File: config.mk
export PLATFORM = sky130hd
export DESIGN_NAME = i2s_rx_sync
export DESIGN_NICKNAME = d
export VERILOG_FILES = /design/src/rtl/audio_pkg.sv /design/src/rtl/sync_edge.sv /design/src/rtl/i2s_rx_sync.sv
export SDC_FILE = /design/constraint.sdc
export NUM_CORES = 1
export LEC_CHECK = 0
export ABC_AREA = 1
export ABC_CLOCK_PERIOD_IN_PS = 2300
export BUFFER_PORTS_ARGS = -buffer_cell sky130_fd_sc_hd__buf_4
export CORE_ASPECT_RATIO = 1.25
export CORE_MARGIN = 4
export CORE_UTILIZATION = 25
export CTS_CLUSTER_DIAMETER = 60
export DETAILED_ROUTE_END_ITERATION = 8
export GPL_TIMING_DRIVEN = 0
export PLACE_DENSITY = 0.39
export SETUP_SLACK_MARGIN = 0.05
export SYNTH_ARGS = -nofsm -noshare
export SYNTH_HDL_FRONTEND = slang
export SYNTH_HIERARCHICAL = 1
export SYNTH_SLANG_ARGS = --single-unit
File: constraint.sdc
create_clock -name clk -period 2.3 [get_ports clk]
set_clock_uncertainty 0.15 [all_clocks]
set_input_delay 0.23 -clock clk [delete_from_list [all_inputs] [get_ports clk]]
set_output_delay 0.23 -clock clk [all_outputs]
set_load 0.01 [all_outputs]
File: src/rtl/audio_pkg.sv
// Shared definitions for the audio capture path.
package audio_pkg;

    localparam int unsigned DATA_WIDTH_DEF  = 16;
    localparam int unsigned SYNC_STAGES_DEF = 2;

    typedef enum logic [1:0] {
        IDLE  = 2'd0,
        SKIP  = 2'd1,
        SHIFT = 2'd2,
        HOLD  = 2'd3
    } rx_state_t;

    localparam logic LRC_LEFT  = 1'b0;
    localparam logic LRC_RIGHT = 1'b1;

endpackage

File: src/rtl/sync_edge.sv
// Multi-flop synchroniser for one asynchronous pin, with optional rise detect.
module sync_edge #(
    parameter int unsigned STAGES = 2,
    parameter bit          EDGE   = 1'b0
) (
    input  logic clk,
    input  logic reset_n,
    input  logic d,
    output logic q,
    output logic rise_c
);

    logic [STAGES-1:0] chain;

    // Synchroniser shift chain; the last stage is the usable value.
    always_ff @(posedge clk or negedge reset_n) begin
        if (!reset_n) begin
            chain <= '0;
        end else begin
            chain <= {chain[STAGES-2:0], d};
        end
    end

    assign q = chain[STAGES-1];

    generate
        if (EDGE) begin : g_edge
            logic q_d;

            // Previous synchronised value for rise detection.
            always_ff @(posedge clk or negedge reset_n) begin
                if (!reset_n) begin
                    q_d <= 1'b0;
                end else begin
                    q_d <= q;
                end
            end

            assign rise_c = q & ~q_d;
        end else begin : g_no_edge
            assign rise_c = 1'b0;
        end
    endgenerate

endmodule

File: src/rtl/i2s_rx_sync.sv
// Oversampling I2S receiver: deserialises ADC frames into aligned stereo pairs.
module i2s_rx_sync
    import audio_pkg::*;
#(
    parameter int unsigned DATA_WIDTH  = DATA_WIDTH_DEF,
    parameter int unsigned SYNC_STAGES = SYNC_STAGES_DEF
) (
    input  logic                  clk,
    input  logic                  reset_n,
    input  logic                  enable,
    input  logic                  BCLK,
    input  logic                  ADCLRC,
    input  logic                  ADCDAT,
    input  logic                  err_clr,
    output logic [DATA_WIDTH-1:0] left_data,
    output logic [DATA_WIDTH-1:0] right_data,
    output logic                  sample_valid,
    output logic                  frame_err
);

    localparam int unsigned        CNT_W    = $clog2(DATA_WIDTH) + 1;
    localparam logic [CNT_W-1:0]   LAST_BIT = CNT_W'(DATA_WIDTH - 1);

    logic                  bclk_s;
    logic                  brise;
    logic                  lrc_s;
    logic                  dat_s;
    logic [1:0]            unused_rise;
    logic                  lrc_edge_c;
    logic [DATA_WIDTH-1:0] word_c;

    rx_state_t             state, state_n;
    logic [CNT_W-1:0]      cnt, cnt_n;
    logic [DATA_WIDTH-1:0] shreg, shreg_n;
    logic [DATA_WIDTH-1:0] left_hold, left_hold_n;
    logic                  left_pending, left_pending_n;
    logic                  chan, chan_n;
    logic                  lrc_prev;
    logic [DATA_WIDTH-1:0] left_n, right_n;
    logic                  valid_n;
    logic                  err_set;

    sync_edge #(.STAGES(SYNC_STAGES), .EDGE(1'b1)) u_sync_bclk (
        .clk(clk), .reset_n(reset_n), .d(BCLK), .q(bclk_s), .rise_c(brise)
    );
    sync_edge #(.STAGES(SYNC_STAGES), .EDGE(1'b0)) u_sync_lrc (
        .clk(clk), .reset_n(reset_n), .d(ADCLRC), .q(lrc_s), .rise_c(unused_rise[0])
    );
    sync_edge #(.STAGES(SYNC_STAGES), .EDGE(1'b0)) u_sync_dat (
        .clk(clk), .reset_n(reset_n), .d(ADCDAT), .q(dat_s), .rise_c(unused_rise[1])
    );

    assign lrc_edge_c = brise & (lrc_s != lrc_prev);
    assign word_c     = {shreg[DATA_WIDTH-2:0], dat_s};

    // Next-state, datapath and output decode.
    // The edge bit itself is the I2S delay slot: SKIP lasts one clk and hands
    // over to SHIFT before the next BCLK rise, so the following bit is the MSB.
    // This lets the final data bit of a 16-bit slot coincide with the next edge.
    always_comb begin
        state_n        = state;
        cnt_n          = cnt;
        shreg_n        = shreg;
        left_hold_n    = left_hold;
        left_pending_n = left_pending;
        chan_n         = chan;
        left_n         = left_data;
        right_n        = right_data;
        valid_n        = 1'b0;
        err_set        = 1'b0;

        if (!enable) begin
            state_n        = IDLE;
            left_pending_n = 1'b0;
        end else begin
            case (state)
                IDLE: begin
                    if (lrc_edge_c) begin
                        state_n = SKIP;
                        chan_n  = lrc_s;
                    end
                end
                SKIP: begin
                    state_n = SHIFT;
                    cnt_n   = '0;
                end
                SHIFT: begin
                    if (brise) begin
                        if (lrc_edge_c && (cnt != LAST_BIT)) begin
                            err_set        = 1'b1;
                            left_pending_n = 1'b0;
                            state_n        = SKIP;
                            chan_n         = lrc_s;
                        end else begin
                            shreg_n = word_c;
                            cnt_n   = CNT_W'(cnt + 1'b1);
                            if (cnt == LAST_BIT) begin
                                if (chan == LRC_LEFT) begin
                                    left_hold_n    = word_c;
                                    left_pending_n = 1'b1;
                                end else if (chan == LRC_RIGHT && left_pending) begin
                                    left_n         = left_hold;
                                    right_n        = word_c;
                                    left_pending_n = 1'b0;
                                    valid_n        = 1'b1;
                                end else begin
                                    err_set = 1'b1;
                                end
                                state_n = lrc_edge_c ? SKIP : HOLD;
                                if (lrc_edge_c) begin
                                    chan_n = lrc_s;
                                end
                            end
                        end
                    end
                end
                HOLD: begin
                    if (lrc_edge_c) begin
                        state_n = SKIP;
                        chan_n  = lrc_s;
                    end
                end
                default: state_n = IDLE;
            endcase
        end
    end

    // FSM state register.
    always_ff @(posedge clk or negedge reset_n) begin
        if (!reset_n) begin
            state <= IDLE;
        end else begin
            state <= state_n;
        end
    end

    // Datapath and registered outputs; a new error wins over err_clr.
    always_ff @(posedge clk or negedge reset_n) begin
        if (!reset_n) begin
            cnt          <= '0;
            shreg        <= '0;
            left_hold    <= '0;
            left_pending <= 1'b0;
            chan         <= 1'b0;
            lrc_prev     <= 1'b0;
            left_data    <= '0;
            right_data   <= '0;
            sample_valid <= 1'b0;
            frame_err    <= 1'b0;
        end else begin
            cnt          <= cnt_n;
            shreg        <= shreg_n;
            left_hold    <= left_hold_n;
            left_pending <= left_pending_n;
            chan         <= chan_n;
            if (brise) begin
                lrc_prev <= lrc_s;
            end
            left_data    <= left_n;
            right_data   <= right_n;
            sample_valid <= valid_n;
            frame_err    <= err_set ? 1'b1 : (err_clr ? 1'b0 : frame_err);
        end
    end

endmodule

---- After elaboration in Yosys (flattened, before gate mapping) ----
Cells that the tools add are included.
cells by class
  add/subtract/negate cells ............... 1
  multiply operators ...................... 0
  divide/modulo/power cells ............... 0
  order comparisons ....................... 0
  equality and inequality tests ........... 16
  shift operators ......................... 0
  mux-type cells .......................... 38
  bitwise gates (word level) .............. 5
  reduce and logical (&&, ||, !) cells .... 14
operator list
  kind                 number
  $mux 1               27
  $reduce_and 4->1     4
  $mux 2               6
  $mux 5               2
  $pmux 5 s2           1
  $reduce_and 7->1     1
  $ne 3x3->1 const B   2
  $pmux 2 s3           1
  $reduce_and 6->1     1
  $reduce_bool 2->1    3
  $add 5x1->5 const B  1
  $eq 5x4->1 const B   1
  $ne 5x4->1 const B   1
  $eq 2x2->1 const B   2
  $ne 2x1->1 const B   2
  $ne 2x2->1 const B   2
  $ne 4x2->1 const B   1
  $ne 4x4->1 const B   1
  $ne 3x1->1 const B   1
  $ne 3x2->1 const B   1
  $not 1->1            3
  $reduce_and 3->1     1
  $and 1x1->1          2
  $eq 2x1->1 const B   1
  5 further kinds      6
word-level totals
  flip-flop bits (word level) ............. 82
  latch bits .............................. 0
  memory bits (writable) .................. 0
  bits in read-only memories .............. 0
  input bits .............................. 7
  output and inout port bits .............. 34
  word-level logic and storage cells ...... 89
  memories kept ........................... 0

---- Logic depth before layout (Yosys ltp) ----
  word-level depth ........................ 9
  mapped depth ............................ 11
  mapped depth without buffers ............ 10

---- Hierarchy ----
The synthesis kept the hierarchy.
by module, submodules not included
  module                      times used  cells each  area an instance (um2)  seq. area each (um2)
  i2s_rx_sync                 1           341         3085.5                  1876.8
  sync_edge (u_sync_dat ...)  2           4           61.3                    50.0
  sync_edge (u_sync_bclk)     1           5           85.1                    75.1

---- Least setup slack after synthesis ----
OpenSTA, ideal clock, no wires.
  path kind ............................... flip-flop to flip-flop
  start ................................... register cnt[0]
  end ..................................... register left_data[10]
  library setup time ...................... 116 ps
  arrival time ............................ 1621 ps
  slack ................................... 413 ps
  cell stages (with the launch flop) ...... 12
  cell sequence ........................... dfrtp_1 -> ha_1 -> nand2_1 -> nor2_1 -> ha_1 -> inv_1 -> nor3_2 -> nand3_2 -> buf_6 -> buf_6 -> nand2_1 -> nand2_1
on the way
  longest elaborated chain between the ends .. 4
  elaborated cells between the ends (all ways) .. 5
  classes of those cells .................. 2 x eq/ne; 1 x bitwise; 2 x reduce/logical
ends and longest elaborated chain
  item                            line                source
  start, declared                 i2s_rx_sync.sv:33   logic [CNT_W-1:0] cnt, cnt_n;
  start signal, assigned          i2s_rx_sync.sv:151  cnt <= cnt_n;
  $ne 5x4->1                      i2s_rx_sync.sv:89   if (lrc_edge_c && (cnt != LAST_BIT)) begin
  $logic_and 1x1->1               i2s_rx_sync.sv:89
  $not 1->1 (no line)             --
  $reduce_and 7->1 (no line) (*)  --
  end signal, assigned            i2s_rx_sync.sv:159  left_data <= left_n;
  end, declared                   i2s_rx_sync.sv:15   output logic [DATA_WIDTH-1:0] left_data,
Mark *: on every way between the ends. The rest lies on a longest branch, timed or not.
A chain may end at the register's enable or synchronous reset.

---- Final worst setup path ----
  start ................................... register cnt[0]
  end ..................................... register shreg[8]
on the way
  longest elaborated chain between the ends .. 4
ends and longest elaborated chain
  item                        line                source
  $ne 5x4->1                  i2s_rx_sync.sv:89
  $logic_and 1x1->1           i2s_rx_sync.sv:89
  $not 1->1 (no line)         --
  $reduce_and 4->1 (no line)  --
  end signal, assigned        i2s_rx_sync.sv:152  shreg <= shreg_n;
  end, declared               i2s_rx_sync.sv:34   logic [DATA_WIDTH-1:0] shreg, shreg_n;
No other way between the ends.

==> metrics.yaml <==
outcome: "finished clean"
critical_path_buf_inv_count: 2
dp_hpwl_mm: 5.09
slew_headroom_pct: 29.9
viasPerCell: 4.05
worst-path-max-fanout: 10
antenna_found_initial: 0
overflow: 0
ant_nets: 0
max_stage_delay_ns: 0.40
multi_input_area_um2: 1010
firstDrtPassIters: 4
synth_area_um2: 3270
leakagePower_nw: 2.05
syn_inst: 350
p_switching_w: 0.000797
diodes: 0
numClockSinks: 82
crit_path_start_kind: "flop"
final-max-slew-violation-count: 0
ys_warn_count: 6
final_area_um2: 4140
required_ns: 2.36
power.density_nw_per_um2: 797
area_growth_pct: 26.6
grt_pass1_vias: 2385
syn_nets: 362
detail_route.wl_per_cell_um: 12.8
cp_top_family: "simple AND/OR/NAND/NOR gates"
ir_drop_uv: 276
fmax_mhz: 486
maxCapViolCount: 0
fin_crit_ns: 2.06
power.total_w: 0.00330
worstSetupPathDepth: 9
core-area_um2: 12800
fin_hold_ws_ns: 0.0256
path_clk_slew_ns: 0.06
regArea_um2: 2050
finalSetupViolations: 0
gp_congestion: 0.757
pre_cts_slack_ns: -0.0367
clock_path_buffers: 2
drc: 0
grt_start_max_net_pins: 83
io_buffers: 40
layout_setup_ws_ns: 0.243
slowest_stage: "dfrtp_1"
worstSetupEndpointType: "flop"
drt_iter0_markers: 102
insertion_delay_ns: 0.33
place_inst: 558
final.period_utilization_pct: 89.4
intPower_w: 0.00251
clock-root-buffer: "clkbuf_16"
worst_slew_pin_slew_ns: 1.05
wl_mm: 7.41
num_rows: 46
final_common_cell: "nand2_1"
die_h_um: 136
hold_path_depth: 3
crit_path_frequent_cell: "nand2_1"
htree_levels: 3
switching_share_pct: 24.1
rsz0062_at_grt: "yes"
track_usage_pct: 10.9
hp-class: "in -> reg"
vias: 2343
finalHoldViolCount: 0
drive_above_1_share_pct: 19.3
placed_cell_area_um2: 3780
nFillCells: 1369
pwr-share-clk_pct: 43.5
mostFrequentLayoutCells: "nand2_1 (130), dfrtp_1 (82), o21ai_0 (48)"
reg2regPathDepth: 9
power_frac_seq_pct: 46.8
grt_pass1_wl_mm: 12.4
power_frac_comb_pct: 9.7
stdcell_count: 578
initial_core_util_pct: 25.6
numCtsBuffers: 9
io_pins: 41
avgSynthCellArea_um2: 9.34
finalNetCount: 419
worstSetupPathType: "reg -> reg"
cp.arrival_ns: 2.11
die_w_um: 110
path_cells: "ha_1, nand2_1, nor2_1, ha_2, inv_1, nand3_1, nand2_1, clkbuf_2, o21ai_0"
cts_tree: "yes"
dieArea_um2: 15000
flip-flops by register name, indices dropped and copies added, names as in the netlist:
name	cells
chan	1
shreg	15
u_sync_dat/chain	2
u_sync_bclk/g_edge.q_d	1
left_pending	1
lrc_prev	1
left_data	16
u_sync_lrc/chain	2
cnt	5
left_hold	16
right_data	16
state	2
u_sync_bclk/chain	2
sample_valid	1
frame_err	1
path summary, 6_finish.rpt:
| path | startpoint | endpoint | slack (ns) |
|---|---|---|---|
| min reg2reg | u_sync_lrc/chain[0] | u_sync_lrc/chain[1] | 0.19 |
| max | cnt[0] | shreg[8] | 0.24 |
| max in group asynchronous | reset_n | left_hold[7] | 0.85 |
| min in group asynchronous | reset_n | state[1] | 0.48 |
| min | enable | left_pending | 0.03 |
| max reg2reg | cnt[0] | shreg[8] | 0.24 |
routing by layer:
metal	track usage (%)	vias to the layer above	routed length [um]
met5	0	-	0
met3	2.33	11	231
met4	5.13	0	166
li1	-	1212	-
met2	16.9	28	3550
met1	14.4	1092	3450
metrics by stage:
| step | TNS [ns] | utilization [%] |
|---|---|---|
| after detailed placement | -0.212 | 29.6 |
| final | 0 | 32.4 |
| after global placement | -0.0338 | 29.6 |
| after CTS | 0 | 32.3 |
| after global routing | 0 | 32.4 |
| after floorplan | 0 | - |
power by group through the flow:
stage / logic [W] / registers [W] / clock network (W)
5_1_grt: 0.000382 / 0.00155 / 0.00154
2_1_floorplan: 0.000211 / 0.00156 / 0
4_1_cts: 0.000317 / 0.00155 / 0.00149
3_5_place_dp: 0.000308 / 0.00158 / 0
6_report: 0.000320 / 0.00155 / 0.00144
3_3_place_gp: 0.000309 / 0.00157 / 0
area by class of cell:
cell class / count / area share, %
Clock inverter: 2 / 0.906
Inverter: 33 / 2.99
Buffer: 13 / 2.24
Tap cell: 168 / 5.08
Sequential cell: 82 / 49.5
Timing Repair Buffer: 46 / 8.64
Clock buffer: 12 / 6.19
Multi-Input combinational cell: 222 / 24.4
repair_timing:
item,CTS,global route
hold endpoints to repair,18,0
hold buffers,5,0
endpoints found under the setup margin,10,64
resized for setup,1,7
pin swaps,0,1
setup buffers,0,1
worst reg2reg max path, delay by kind of cell, from the launching register on:
family	cells	cell delay (ns)
AND/OR/NAND/NOR	4	0.49
AO/OA/AOI/OAI	1	0.12
buffers and inverters	2	0.38
adder cells (fa/ha/maj)	2	0.41
flip-flops	1	0.40
(Power assumes the default switching activity.)
